===== config.mk =====
export PLATFORM = sky130hd
export DESIGN_NAME = uart_tx_arbiter
export DESIGN_NICKNAME = d
export VERILOG_FILES = /design/src/rtl/uart_tx_arbiter.sv
export SDC_FILE = /design/constraint.sdc
export NUM_CORES = 1
export LEC_CHECK = 0
export ABC_AREA = 0
export CAP_MARGIN = 5
export CELL_PAD_IN_SITES_DETAIL_PLACEMENT = 1
export CELL_PAD_IN_SITES_GLOBAL_PLACEMENT = 1
export CORE_ASPECT_RATIO = 1.4
export CORE_UTILIZATION = 28
export CTS_CLUSTER_SIZE = 16
export DETAILED_ROUTE_END_ITERATION = 8
export GPL_TIMING_DRIVEN = 0
export PLACE_DENSITY_LB_ADDON = 0.1
export REMOVE_ABC_BUFFERS = 1
export SYNTH_ARGS = -nofsm -noshare
export SYNTH_HDL_FRONTEND = slang
export SYNTH_SLANG_ARGS = --single-unit
export TNS_END_PERCENT = 50

===== constraint.sdc =====
create_clock -name clk -period 2.06 [get_ports clk]
set_clock_uncertainty 0.2 [all_clocks]
set_input_delay 0.309 -clock clk [delete_from_list [all_inputs] [get_ports clk]]
set_output_delay 0.309 -clock clk [all_outputs]
set_load 0.01 [all_outputs]

===== src/rtl/uart_tx_arbiter.sv =====
// uart_tx_arbiter: round-robin arbiter sharing one UART transmitter among
// NUM_REQ valid/ready byte streams. The granted byte is registered and held
// on tx_vld/tx_data until the transmitter accepts it.
// Optional packet locking is enabled by defining UART_ARB_PKT_LOCK_EN: the
// grant then stays on one requester until its req_last byte, and an idle
// lock is forcibly released after LOCK_TIMEOUT cycles (lock_drop pulse).
module uart_tx_arbiter #(
   parameter int NUM_REQ      = 4,
   parameter int LOCK_TIMEOUT = 1024
) (
   input  logic                       clk,
   input  logic                       rst,
   input  logic [NUM_REQ-1:0]         req_vld,
   input  logic [8*NUM_REQ-1:0]       req_data,
   input  logic [NUM_REQ-1:0]         req_last,
   output logic [NUM_REQ-1:0]         req_rdy,
   output logic                       tx_vld,
   output logic [7:0]                 tx_data,
   input  logic                       tx_rdy,
   output logic [$clog2(NUM_REQ)-1:0] gnt_idx,
   output logic                       busy,
   output logic                       lock_drop
);

   localparam int IW = $clog2(NUM_REQ);

   typedef enum logic [1:0] {
      IDLE = 2'd0,
      HOLD = 2'd1,
      LOCK = 2'd2
   } state_t;

   state_t        state_reg, state_next;
   logic [IW-1:0] ptr_reg;
   logic [IW-1:0] ptr_adv;
   logic [IW-1:0] win_idx;
   logic [IW-1:0] sel_idx;
   logic          win_found;
   logic          load;
   logic          release_grant;
   logic [7:0]    req_byte [NUM_REQ];

   genvar gi;
   generate
      for (gi = 0; gi < NUM_REQ; gi++) begin : g_byte
         assign req_byte[gi] = req_data[8*gi +: 8];
      end
   endgenerate

   // Pointer value used when the current grant is released (wraps at NUM_REQ)
   assign ptr_adv = (gnt_idx == IW'(NUM_REQ-1)) ? '0 : gnt_idx + 1'b1;

`ifdef UART_ARB_PKT_LOCK_EN
   localparam int TW = $clog2(LOCK_TIMEOUT);

   logic          last_reg;
   logic [TW-1:0] timer_reg;
   logic          timeout_hit;

   assign timeout_hit = (timer_reg == TW'(LOCK_TIMEOUT-1));

   // Remember whether the byte in flight closes its packet
   always_ff @(posedge clk or posedge rst) begin
      if (rst)
         last_reg <= 1'b0;
      else if (load)
         last_reg <= req_last[sel_idx];
   end

   // Idle timer: cleared on entry to LOCK, counts LOCK cycles without a byte
   always_ff @(posedge clk or posedge rst) begin
      if (rst)
         timer_reg <= '0;
      else if (state_reg == HOLD && tx_rdy)
         timer_reg <= '0;
      else if (state_reg == LOCK && !req_vld[gnt_idx] && !timeout_hit)
         timer_reg <= timer_reg + 1'b1;
   end
`else
   logic unused_cfg;
   assign unused_cfg = ^{req_last, LOCK_TIMEOUT[0]};
`endif

   // Round-robin search: first valid requester at or above ptr, wrapping
   always_comb begin
      logic [IW-1:0] cand;
      win_found = 1'b0;
      win_idx   = '0;
      cand      = '0;
      for (int k = 0; k < NUM_REQ; k++) begin
         cand = IW'((int'(ptr_reg) + k) % NUM_REQ);
         if (!win_found && req_vld[cand]) begin
            win_found = 1'b1;
            win_idx   = cand;
         end
      end
   end

   // State register
   always_ff @(posedge clk or posedge rst) begin
      if (rst)
         state_reg <= IDLE;
      else
         state_reg <= state_next;
   end

   // Next-state logic and grant release decision
   always_comb begin
      state_next    = state_reg;
      release_grant = 1'b0;
      case (state_reg)
         IDLE: begin
            if (win_found)
               state_next = HOLD;
         end
         HOLD: begin
            if (tx_rdy) begin
`ifdef UART_ARB_PKT_LOCK_EN
               if (!last_reg) begin
                  state_next = LOCK;
               end else begin
                  state_next    = IDLE;
                  release_grant = 1'b1;
               end
`else
               state_next    = IDLE;
               release_grant = 1'b1;
`endif
            end
         end
`ifdef UART_ARB_PKT_LOCK_EN
         LOCK: begin
            if (req_vld[gnt_idx]) begin
               state_next = HOLD;
            end else if (timeout_hit) begin
               state_next    = IDLE;
               release_grant = 1'b1;
            end
         end
`endif
         default: state_next = IDLE;
      endcase
   end

   // Handshake outputs: req_rdy never depends on tx_rdy; silent during reset
   always_comb begin
      req_rdy   = '0;
      load      = 1'b0;
      sel_idx   = win_idx;
      lock_drop = 1'b0;
      if (!rst) begin
         case (state_reg)
            IDLE: begin
               if (win_found) begin
                  req_rdy[win_idx] = 1'b1;
                  load             = 1'b1;
               end
            end
`ifdef UART_ARB_PKT_LOCK_EN
            LOCK: begin
               sel_idx = gnt_idx;
               if (req_vld[gnt_idx]) begin
                  req_rdy[gnt_idx] = 1'b1;
                  load             = 1'b1;
               end else begin
                  lock_drop = timeout_hit;
               end
            end
`endif
            default: ;
         endcase
      end
   end

   // Registered transmitter side, grant index, busy flag and rr pointer
   always_ff @(posedge clk or posedge rst) begin
      if (rst) begin
         tx_vld  <= 1'b0;
         tx_data <= 8'h00;
         gnt_idx <= '0;
         busy    <= 1'b0;
         ptr_reg <= '0;
      end else begin
         busy <= (state_next != IDLE);
         if (load) begin
            tx_vld  <= 1'b1;
            tx_data <= req_byte[sel_idx];
            gnt_idx <= sel_idx;
         end else if (state_reg == HOLD && tx_rdy) begin
            tx_vld <= 1'b0;
         end
         if (release_grant)
            ptr_reg <= ptr_adv;
      end
   end

endmodule


# Yosys cells after proc, flatten, opt, wreduce, memory -nomap -nowiden
# Index checks and enable logic that the tools add are counted.
[word_totals]
regBits = 16
input_bits = 43
out_inout_bits = 17
wordCells = 66
[classes]
addsub = 4
order_cmp = 7
n_eq_ne = 2
muxes = 35
bitwise_logic = 1
n_reduce_logical = 11
[op_table]
columns = ["op", "n"]
rows = [
  ["$bmux W8 S2", 1],
  ["$mux W1", 16],
  ["$mux W8", 2],
  ["$lt A2 B3 Y1 const B", 5],
  ["$mux W2", 7],
  ["$mux W4", 3],
  ["$bmux W1 S2", 4],
  ["$logic_and A1 B1 Y1", 5],
  ["$add A2 B1 Y2 const B", 2],
  ["$add A2 B2 Y2 const B", 2],
  ["$pmux W2 S2", 1],
  ["$reduce_bool A2 Y1", 2],
  ["$ge A3 B3 Y1 const B", 1],
  ["$logic_not A1 Y1", 3],
  ["$not A2 Y3", 1],
  ["$demux W1 S2", 1],
  ["$eq A2 B1 Y1 const B", 1],
  ["$eq A2 B2 Y1 const B", 1],
  ["$ge A2 B1 Y1 const B", 1],
  ["$logic_not A2 Y1", 1],
]

# Logic depth before layout (Yosys ltp)
# Gate-level depths: netlist of the first run.
[logic_depth]
ltp_word = 19
mapped_depth = 7
ltp_nobuf = 5

# Worst setup path after synthesis of the first run
# No wires, ideal clock.
[synth_path]
path_kind = "register to output"
startpoint = "reg ptr_reg[1]"
endpoint = "out req_rdy[3]"
arrival_time_ps = 1395
required_time_ps = 1551
path_slack_ps = 156
stages_incl_launch_ff = 7
path_buffers = 2
cell_sequence = "dfrtp_1 mux2i_1 or2_1 nand3_2 buf_12 buf_12 nor3_1"
[synth_via]
elab_chain_cells = 19
word_cells_on_any_way = 33
cone_classes = "add/sub (3); order compare (2); mux (21); reduce/logical (7)"
[synth_rtl]
columns = ["element", "line", "rtl"]
rows = [
  ["start, declared", "34", "logic [IW-1:0] ptr_reg;"],
  ["start signal, assigned", "193", "ptr_reg <= ptr_adv;"],
  ["parallel branches: the longest is 16 deep, another holds $lt A2 B3 Y1", "n/a", ""],
  ["$mux W4 *", "154", "if (win_found) begin"],
  ["$mux W4 *", "152", "case (state_reg)"],
  ["$mux W4 *", "151", "if (!rst) begin"],
  ["end, declared", "16", "output logic [NUM_REQ-1:0] req_rdy,"],
]
# Mark *: on every way between the ends. The select of a mux whose other input is x is not followed.

# Worst setup path in the final report of the first run
[layout_path]
startpoint = "reg state_reg[1]"
endpoint = "out req_rdy[3]"
[layout_via]
elab_chain_cells = 3
[layout_rtl]
columns = ["element", "line", "rtl"]
rows = [
  ["start, declared", "33", "state_t state_reg, state_next;"],
  ["start signal, assigned", "104", "state_reg <= state_next;"],
  ["$logic_not A2 Y1", "152", ""],
  ["$mux W4", "152", ""],
  ["$mux W4", "151", ""],
]
# No other way between the ends.

==> flow_metrics.env, run 1 <==
export IMPL_outcome="finished with violations"
export IMPL_violations="setup timing"
export IMPL_grt_ovfl_total=0
export IMPL_hpwl_um=2510
export IMPL_regMostFlops="tx_data"
export IMPL_cpPeakStageDelay_ps=580
export IMPL_route_vias_total=1144
export IMPL_antennaDiodeCount=0
export IMPL_track_usage_pct=17.0
export IMPL_clock_sinks=16
export IMPL_dpl_worst_slack_ps=-1280
export IMPL_yosysWarnings=0
export IMPL_syn2layout_area_growth_pct=69.5
export IMPL_tightest_slew_ps=657
export IMPL_largest_register_ffs=8
export IMPL_io_pins=60
export IMPL_ff2ff_path_depth=7
export IMPL_cts_buffers_inserted=3
export IMPL_cp_top_family="simple AND/OR/NAND/NOR gates"
export IMPL_antenna_found_initial=0
export IMPL_fin_crit_ps=2100
export IMPL_maxSlewViolCount=0
export IMPL_synthDistinctLibCells=30
export IMPL_fin_ws_ps=-40.4
export IMPL_cts_buffer_depth=2
export IMPL_start_util_pct=30.0
export IMPL_synth_seq_cells=16
export IMPL_drtAntennaViolNets=0
export IMPL_die_area_um2=4230
export IMPL_grt_pass1_wl_um=5760
export IMPL_critPathLaunchType="flop"
export IMPL_hold_class="in2async"
export IMPL_yosysTopAreaCellShare_pct=36.0
export IMPL_cp_required_ps=1550
export IMPL_ff_latch_area_um2=404
export IMPL_nFillCells=427
export IMPL_powerDensity_nw_per_um2=909
export IMPL_die_y_um=76.6
export IMPL_startpoint="state_reg[1]$_DFF_PP0_"
export IMPL_postCtsHoldBufs=0
export IMPL_rows=26
export IMPL_coreArea_um2=3710
export IMPL_syn_inst=107
export IMPL_synth_area_um2=1110
export IMPL_clkSlewWorstSetupHoldPaths_ps=60
export IMPL_peakVddDrop_uv=673
export IMPL_syn_avg_cell_area_um2=10.4
export IMPL_die_x_um=55.3
export IMPL_first_pass_iters=2
export IMPL_wl_per_cell_um=16.3
export IMPL_cts_tree="yes"
export IMPL_cp_arrival_ps=1590
export IMPL_ys_top_cells_by_area="dfrtp_1, a211oi_2, mux2i_1"
export IMPL_reg2reg_from="ptr_reg[1]$_DFFE_PP0P_"
export IMPL_cts_root_buf="clkbuf_8"
export IMPL_fin_util_pct=50.8
export IMPL_route_detailed_drc=0
export IMPL_wirelength_um=3580
export IMPL_place_congestion=0.699
export IMPL_crit_slowest_cell="or4_4"
export IMPL_path_buf_inv=1
export IMPL_yosysTopAreaCell="dfrtp_1"
export IMPL_end_kind="primary output"
export IMPL_rsz0062_at_grt="true"
export IMPL_crit_type="reg2out"
export IMPL_hold_violations=0
export IMPL_dp_cells=200
export IMPL_max_freq_mhz=476
export IMPL_place_port_buffers=54
export IMPL_finalSetupTns_ps=-62.9
export IMPL_power_leakage_nw=0.779
export IMPL_ys_seq_area_share_pct=36.0
export IMPL_timing_slew_headroom_pct=56.1
export IMPL_viasPerCell=5.20
export IMPL_drive_gt1_share_pct=33.1
export IMPL_multi_input_area_um2=727
export IMPL_finalCritPeriodShare_pct=102
export IMPL_clk_latency_ps=250
export IMPL_drtIter0Drc=6
export IMPL_grt_pass1_vias=1199
export IMPL_fin_hold_ws_ps=160
export IMPL_grt_max_degree=17
export IMPL_cts_max_level=1
export IMPL_critical_path_depth=3
export IMPL_setup_viol=2
export IMPL_layout_nets=224
export IMPL_cap_violations=0
export IMPL_critPathMaxFanout=4
export IMPL_worstPathCellList="or4_4 -> nor3_4 -> buf_2"
export IMPL_final_cells=220
==> placed cells by master (no fill, tap or decap), drive strengths merged, types with 3 or more instances in the layout <==
cell type / Yosys / routed
clkdlybuf4s50: 0 / 45
buf: 4 / 21
a211oi: 18 / 18
dfrtp: 16 / 16
nand2: 12 / 12
nor2: 12 / 12
nor3: 10 / 10
mux2i: 9 / 9
dlygate4sd2: 0 / 4
clkbuf: 0 / 3
==> timing repair <==
action	4_1_cts	5_1_grt
setup endpoints to repair	12	9
pin swaps	8	6
gates resized for setup	32	10
buffers inserted	14	4
==> stage by stage <==
step           cell area [um^2]  total power [mW]
2_1_floorplan              1060             0.952
3_3_place_gp               1660              1.31
3_5_place_dp               1660              1.34
4_1_cts                    1820              1.66
5_1_grt                    1890              1.83
6_report                   1890              1.71
==> final cells by class <==
class | count | area share (%)
multi-input cells | 86 | 38.6
repair buffers | 71 | 34.6
inverters | 2 | 0.398
well taps | 42 | 2.79
clock buffers | 3 | 2.19
flip-flops and latches | 16 | 21.4
==> worst paths after layout <==
| kind | endpoint | slack, ps |
|---|---|---|
| setup reg to reg | tx_data[6]$_DFFE_PP0P_ | 100 |
| max in group asynchronous | ptr_reg[1]$_DFFE_PP0P_ | 1040 |
| setup / recovery | req_rdy[3] | -40 |
| hold / removal | tx_vld$_DFFE_PP0P_ | 160 |
| min in group clk | tx_vld$_DFFE_PP0P_ | 290 |
| hold reg to reg | tx_vld$_DFFE_PP0P_ | 290 |
==> power breakdown <==
group / switching (mW) / internal [mW]
Sequential: 0.0864 / 0.432
Combinational: 0.439 / 0.516
Clock: 0.111 / 0.130
==> worst register-to-register path, delay by kind of cell, from the launching register on <==
| kind | cells | cell delay (ps) |
|---|---|---|
| mux | 2 | 410 |
| buf+inv | 2 | 350 |
| compound gates | 1 | 100 |
| flops | 1 | 430 |
| simple gates | 2 | 340 |
==> kinds of logic (layout without fill, tap and decap cells) <==
| kind of cell | count (synthesis) | in the layout | synth area share (%) |
|---|---|---|---|
| and+or+nand+nor | 47 | 47 | 23.2 |
| AOI/OAI and AO/OA | 25 | 25 | 23.8 |
| DFF | 16 | 16 | 36.0 |
| muxes | 11 | 11 | 10.1 |
| buffers and inverters | 6 | 76 | 5.40 |
| adders and majority gates | 1 | 1 | 1.12 |
| other | 1 | 2 | 0.337 |
==> Yosys cell counts (all sizes together) <==
cell,count
mux2,2
nor2,12
o31ai,1
or4,1
o21ai,1
nor2b,2
nor4,2
nand3b,2
a21o,2
nand2b,2
nand3,1
inv,2
a21oi,2
a311oi,1
and3,1
mux2i,9
nand2,12
a211oi,18
dfrtp,16
or2,2
buf,4
nor3,10
conb,1
ha,1
==> routing by layer <==
metal	routed length (um)	track usage (%)	vias to the layer above
met1	1440	19.3	566
met4	32	4.50	0
li1	-	-	541
met3	165	3.06	4
met5	0	0	-
met2	1950	31.8	33
(Power assumes the default switching activity.)
==> inputs of run 2 (changes only) <==
--- a/config.mk
+++ b/config.mk
@@ -9,11 +9,10 @@
 export CAP_MARGIN = 5
 export CELL_PAD_IN_SITES_DETAIL_PLACEMENT = 1
 export CELL_PAD_IN_SITES_GLOBAL_PLACEMENT = 1
-export CORE_ASPECT_RATIO = 1.4
-export CORE_UTILIZATION = 28
+export CORE_UTILIZATION = 30
 export CTS_CLUSTER_SIZE = 16
 export DETAILED_ROUTE_END_ITERATION = 8
-export GPL_TIMING_DRIVEN = 0
+export GPL_TIMING_DRIVEN = 1
 export PLACE_DENSITY_LB_ADDON = 0.1
 export REMOVE_ABC_BUFFERS = 1
 export SYNTH_ARGS = -nofsm -noshare
==> constraint.sdc (replaced) <==
create_clock -name clk -period 2.6 [get_ports clk]
set_clock_uncertainty 0.2 [all_clocks]
set_input_delay 0.39 -clock clk [delete_from_list [all_inputs] [get_ports clk]]
set_output_delay 0.39 -clock clk [all_outputs]
set_load 0.01 [all_outputs]
==> run 2 against run 1 <==
Net effect: first-iteration DRC count increased to 4.3 times the previous value; routed wire length decreased by 2.8%; critical path depth increased by 2; combinational power decreased by 26%; clock power down 2%; the run now ends clean; non-clock buffer count increased by 2.
==> flow_metrics.env, run 2 (same netlist as run 1, synthesis figures left out) <==
export IMPL_outcome="completed"
export IMPL_critPathMaxFanout=3
export IMPL_wirelength_um=3480
export IMPL_grt_ovfl_total=0
export IMPL_die_x_um=62.9
export IMPL_place_congestion=0.745
export IMPL_clock_sinks=16
export IMPL_dp_cells=223
export IMPL_layout_common_cells="clkdlybuf4s50_1, buf_4, a211oi_2, dfrtp_1, nand2_1"
export IMPL_viasPerCell=4.91
export IMPL_fin_hold_ws_ps=278
export IMPL_max_freq_mhz=393
export IMPL_finalSetupTns_ps=0
export IMPL_cap_violations=0
export IMPL_antenna_found_initial=0
export IMPL_cts_buffer_depth=2
export IMPL_timing_slew_headroom_pct=55.6
export IMPL_drtIter0Drc=26
export IMPL_place_port_buffers=54
export IMPL_worstReg2RegEnd="tx_data[1]$_DFFE_PP0P_"
export IMPL_clkSlewWorstSetupHoldPaths_ps=70
export IMPL_crit_slowest_cell="clkdlybuf4s50_1"
export IMPL_cp_required_ps=2010
export IMPL_r2r_setup_slack_ps=520
export IMPL_coreArea_um2=3440
export IMPL_fin_crit_ps=2550
export IMPL_grt_pass1_wl_um=5750
export IMPL_power_leakage_nw=0.804
export IMPL_cpPeakStageDelay_ps=540
export IMPL_die_area_um2=3960
export IMPL_drtAntennaViolNets=0
export IMPL_route_detailed_drc=0
export IMPL_cts_tree="yes"
export IMPL_cts_buffers_inserted=3
export IMPL_grt_max_degree=17
export IMPL_antennaDiodeCount=0
export IMPL_cts_root_buf="clkbuf_8"
export IMPL_largest_register_ffs=8
export IMPL_regMostFlops="tx_data"
export IMPL_cts_max_level=1
export IMPL_reg2reg_from="ptr_reg[1]$_DFFE_PP0P_"
export IMPL_io_pins=60
export IMPL_startpoint="req_vld[3]"
export IMPL_cp_arrival_ps=1960
export IMPL_drive_gt1_share_pct=28.2
export IMPL_first_pass_iters=4
export IMPL_wl_per_cell_um=15.3
export IMPL_peakVddDrop_uv=386
export IMPL_critPathLaunchType="input pin"
export IMPL_worstPathCellList="clkdlybuf4s50_1 -> nor4_2 -> or4_4 -> nor3_2 -> dlygate4sd2_1"
export IMPL_syn2layout_area_growth_pct=68.6
export IMPL_start_util_pct=32.3
export IMPL_grt_pass1_vias=1180
export IMPL_end_kind="primary output"
export IMPL_setup_viol=0
export IMPL_final_cells=227
export IMPL_crit_type="in2out"
export IMPL_track_usage_pct=19.0
export IMPL_layout_nets=226
export IMPL_clk_latency_ps=260
export IMPL_power_mw=1.36
export IMPL_ff2ff_path_depth=7
export IMPL_maxSlewViolCount=0
export IMPL_fin_area_um2=1880
export IMPL_endpoint="req_rdy[2]"
export IMPL_hold_violations=0
export IMPL_tightest_slew_ps=666
export IMPL_hpwl_um=2720
export IMPL_finalCritPeriodShare_pct=98.0
export IMPL_rows=21
export IMPL_route_vias_total=1114
export IMPL_powerDensity_nw_per_um2=723
export IMPL_die_y_um=62.9
export IMPL_hold_class="reg2reg"
export IMPL_placed_cell_area_um2=1800
export IMPL_layout_commonest_cell="clkdlybuf4s50_1"
-- run 2: cell count changes in the layout (fill, tap and decap cells not counted), moves of 3 or more --
| cell | delta |
|---|---|
| buf_2 | -3 |
| buf_4 | +3 |
| clkdlybuf4s50_1 | +3 |
| dfrtp_1 | +3 |
| dfrtp_2 | -3 |
-- run 2: final cells by class --
type / count / area [um^2]
fillers: 386 / 1570
repair buffers: 73 / 679
multi-input cells: 86 / 676
flip-flops and latches: 16 / 400
well taps: 46 / 57.6
clock buffers: 4 / 55.1
inverters: 2 / 7.51
-- run 2: worst max-delay path: cells and delay by family --
family        cells  cell delay, ps
buf+inv           2             830
simple gates      3             740
-- run 2: per-stage QoR --
stage / utilization, % / setup WS, ps
2_1_floorplan: - / 510
3_3_place_gp: 52.4 / -233
3_5_place_dp: 52.4 / -378
4_1_cts: 54.2 / -2.90
5_1_grt: 54.5 / -15.5
6_report: 54.5 / 52.3
-- run 2: what timing repair did --
item                                   4_1_cts  5_1_grt
gates resized for setup                      7        3
buffers inserted                             0        0
hold buffers                                 0        0
endpoints found under the hold margin        0        0
setup endpoints to repair                    4        2
-- run 2: worst min path at each step --
stage          slack [ps]          startpoint  cells after the start            endpoint
4_1_cts               290  tx_vld$_DFFE_PP0P_                      2  tx_vld$_DFFE_PP0P_
3_3_place_gp          260  tx_vld$_DFFE_PP0P_                      2  tx_vld$_DFFE_PP0P_
6_report              280  tx_vld$_DFFE_PP0P_                      2  tx_vld$_DFFE_PP0P_
3_5_place_dp          280  tx_vld$_DFFE_PP0P_                      2  tx_vld$_DFFE_PP0P_
5_1_grt               320  tx_vld$_DFFE_PP0P_                      2  tx_vld$_DFFE_PP0P_
2_1_floorplan         100                 rst                      1      busy$_DFF_PP0_
-- run 2: metal layers --
layer  routed length (um)  track usage [%]  part of all wire [%]
met1                 1460             22.3                    42
met2                 1800             33.6                    52
met4                   53             6.98                   1.5
met5                    0                0                     0
met3                  160             4.01                   4.6
-- run 2: where the power goes --
part / switching [mW] / internal (mW) / total, mW
sequential: 0.0708 / 0.340 / 0.410
clock: 0.101 / 0.135 / 0.235
combinational: 0.320 / 0.389 / 0.709
total: 0.491 / 0.864 / 1.36
==> inputs of run 3 (changes only) <==
--- a/config.mk
+++ b/config.mk
@@ -7,13 +7,11 @@
 export LEC_CHECK = 0
 export ABC_AREA = 0
 export CAP_MARGIN = 5
-export CELL_PAD_IN_SITES_DETAIL_PLACEMENT = 1
-export CELL_PAD_IN_SITES_GLOBAL_PLACEMENT = 1
-export CORE_UTILIZATION = 30
+export CORE_UTILIZATION = 42
 export CTS_CLUSTER_SIZE = 16
 export DETAILED_ROUTE_END_ITERATION = 8
 export GPL_TIMING_DRIVEN = 1
-export PLACE_DENSITY_LB_ADDON = 0.1
+export PLACE_DENSITY = 0.86
 export REMOVE_ABC_BUFFERS = 1
 export SYNTH_ARGS = -nofsm -noshare
 export SYNTH_HDL_FRONTEND = slang
==> run 3 against run 2 <==
Net effect: first-iteration DRC count fell by 31%; fmax up 0.46%; non-clock buffer count stayed put; register-to-register slack improved by 50 ps; sequential share of layout area grew 0.66 points; final cell count down 7.5%; design area is 3.0% lower; highest routed layer unchanged; sequential cell count is the same; via count decreased by 0.54%; worst hold slack better by 29 ps.
==> flow_metrics.env, run 3 (same netlist as run 1, synthesis figures left out) <==
export IMPL_route_vias_total=1108
export IMPL_route_detailed_drc=0
export IMPL_multi_input_area_um2=676
export IMPL_die_x_um=53.5
export IMPL_hold_violations=0
export IMPL_viasPerCell=5.28
export IMPL_max_freq_mhz=394
export IMPL_drtIter0Drc=18
export IMPL_track_usage_pct=22.0
export IMPL_cts_buffers_inserted=3
export IMPL_cp_arrival_ps=1950
export IMPL_cts_max_level=1
export IMPL_internal_power_uw=771
export IMPL_power_leakage_nw=0.781
export IMPL_dpl_worst_slack_ps=-345
export IMPL_grt_pass1_wl_um=4480
export IMPL_setup_viol=0
export IMPL_p_switching_uw=466
export IMPL_die_area_um2=2860
export IMPL_clock_sinks=16
export IMPL_grt_pass1_vias=1038
export IMPL_layout_common_cells="clkdlybuf4s50_1, buf_4, a211oi_2, dfrtp_1, nand2_1"
export IMPL_placed_cell_area_um2=1780
export IMPL_fin_crit_ps=2540
export IMPL_rsz0062_at_grt="false"
export IMPL_wl_per_cell_um=14.4
export IMPL_io_pins=60
export IMPL_hold_class="reg2reg"
export IMPL_outcome="completed"
export IMPL_end_kind="primary output"
export IMPL_clk_latency_ps=290
export IMPL_rows=18
export IMPL_fin_ws_ps=64.0
export IMPL_antennaDiodeCount=0
export IMPL_place_port_buffers=54
export IMPL_coreArea_um2=2500
export IMPL_hpwl_um=2360
export IMPL_clkPwrFrac_pct=10.9
export IMPL_largest_register_ffs=8
export IMPL_critPathMaxFanout=3
export IMPL_postCtsHoldBufs=0
export IMPL_layout_commonest_cell="clkdlybuf4s50_1"
export IMPL_layout_nets=226
export IMPL_regMostFlops="tx_data"
export IMPL_syn2layout_area_growth_pct=63.6
export IMPL_grt_max_degree=17
export IMPL_ff_latch_area_um2=400
export IMPL_cts_buffer_depth=2
export IMPL_final_cells=210
export IMPL_drive_gt1_share_pct=27.8
export IMPL_die_y_um=53.5
export IMPL_first_pass_iters=4
export IMPL_tightest_slew_ps=640
export IMPL_powerDensity_nw_per_um2=680
export IMPL_dp_cells=207
export IMPL_place_congestion=0.803
export IMPL_antenna_found_initial=0
export IMPL_grt_ovfl_total=0
export IMPL_maxSlewViolCount=0
export IMPL_start_util_pct=44.5
export IMPL_nFillCells=206
export IMPL_switching_share_pct=37.7
export IMPL_crit_type="in2out"
export IMPL_seq_power_share_pct=33.1
export IMPL_fin_area_um2=1820
export IMPL_cap_violations=0
export IMPL_timing_slew_headroom_pct=57.3
export IMPL_clkSlewWorstSetupHoldPaths_ps=90
export IMPL_cts_root_buf="clkbuf_4"
export IMPL_drtAntennaViolNets=0
export IMPL_peakVddDrop_uv=563
export IMPL_wirelength_um=3030
export IMPL_cts_tree="yes"
export IMPL_critPathLaunchType="input pin"
export IMPL_fin_util_pct=72.8
export IMPL_cp_required_ps=2010
export IMPL_comb_power_share_pct=55.9
export IMPL_finalCritPeriodShare_pct=97.5
==> run 3: changes by cell type in the layout (fill, tap and decap cells not counted) <==
cell	delta
clkbuf_8	-4
clkbuf_4	+3
dlygate4sd2_1	+1
dlymetal6s2s_1	-1
==> run 3: power groups by stage <==
stage | Clock (mW) | Combinational [mW] | Sequential (mW)
2_1_floorplan | 0 | 0.314 | 0.440
3_3_place_gp | 0 | 0.666 | 0.408
3_5_place_dp | 0 | 0.692 | 0.416
4_1_cts | 0.137 | 0.695 | 0.412
5_1_grt | 0.149 | 0.750 | 0.422
6_report | 0.135 | 0.692 | 0.410
==> run 3: worst max-delay path, stage by stage <==
cell	delay (ps)
clkdlybuf4s50_1	520
nor4_2	80
or4_4	460
nor3_2	210
dlygate4sd2_1	290
==> run 3: what timing repair did <==
item / in CTS / in global routing
gates resized for setup: 7 / 3
pin swaps: 2 / 0
endpoints found under the hold margin: 0 / 0
setup buffers: 0 / 0
setup endpoints to repair: 4 / 2
==> run 3: metal layers <==
metal	GRT usage [%]	vias up	part of all wire [%]
met2	42.3	46	52
met5	0	-	0
li1	-	542	-
met1	25.0	513	40
met4	5.26	0	1.0
met3	2.87	7	6.8
==> run 3: path summary, 6_finish.rpt <==
path                                              from                      to  slack [ps]  cells past startpoint
max in group asynchronous                          rst  tx_data[7]$_DFFE_PP0P_        1350                      3
worst max-delay path                        req_vld[1]              req_rdy[3]          60                      5
worst max register to register  ptr_reg[1]$_DFFE_PP0P_  tx_data[7]$_DFFE_PP0P_         570                      7
worst min register to register      tx_vld$_DFFE_PP0P_      tx_vld$_DFFE_PP0P_         310                      2
min in group asynchronous                          rst      tx_vld$_DFFE_PP0P_         440                      3
worst min-delay path                tx_vld$_DFFE_PP0P_      tx_vld$_DFFE_PP0P_         310                      2
==> run 3: stage by stage <==
| stage | power [mW] | TNS (ps) | hold WS (ps) |
|---|---|---|---|
| floorplan | 0.754 | 0 | 104 |
| global placement | 1.07 | -864 | 267 |
| detailed placement | 1.11 | -1170 | 287 |
| CTS | 1.24 | 0 | 316 |
| global route | 1.32 | 0 | 347 |
| finish | 1.24 | 0 | 307 |
==> run 3: cell type report <==
class                      instances  share of cell area, %
inverter                           2                  0.413
multi-input combinational         86                   37.1
clock buffer                       3                   1.24
timing repair buffer              73                   37.1
sequential                        16                   22.0
tap                               30                   2.06
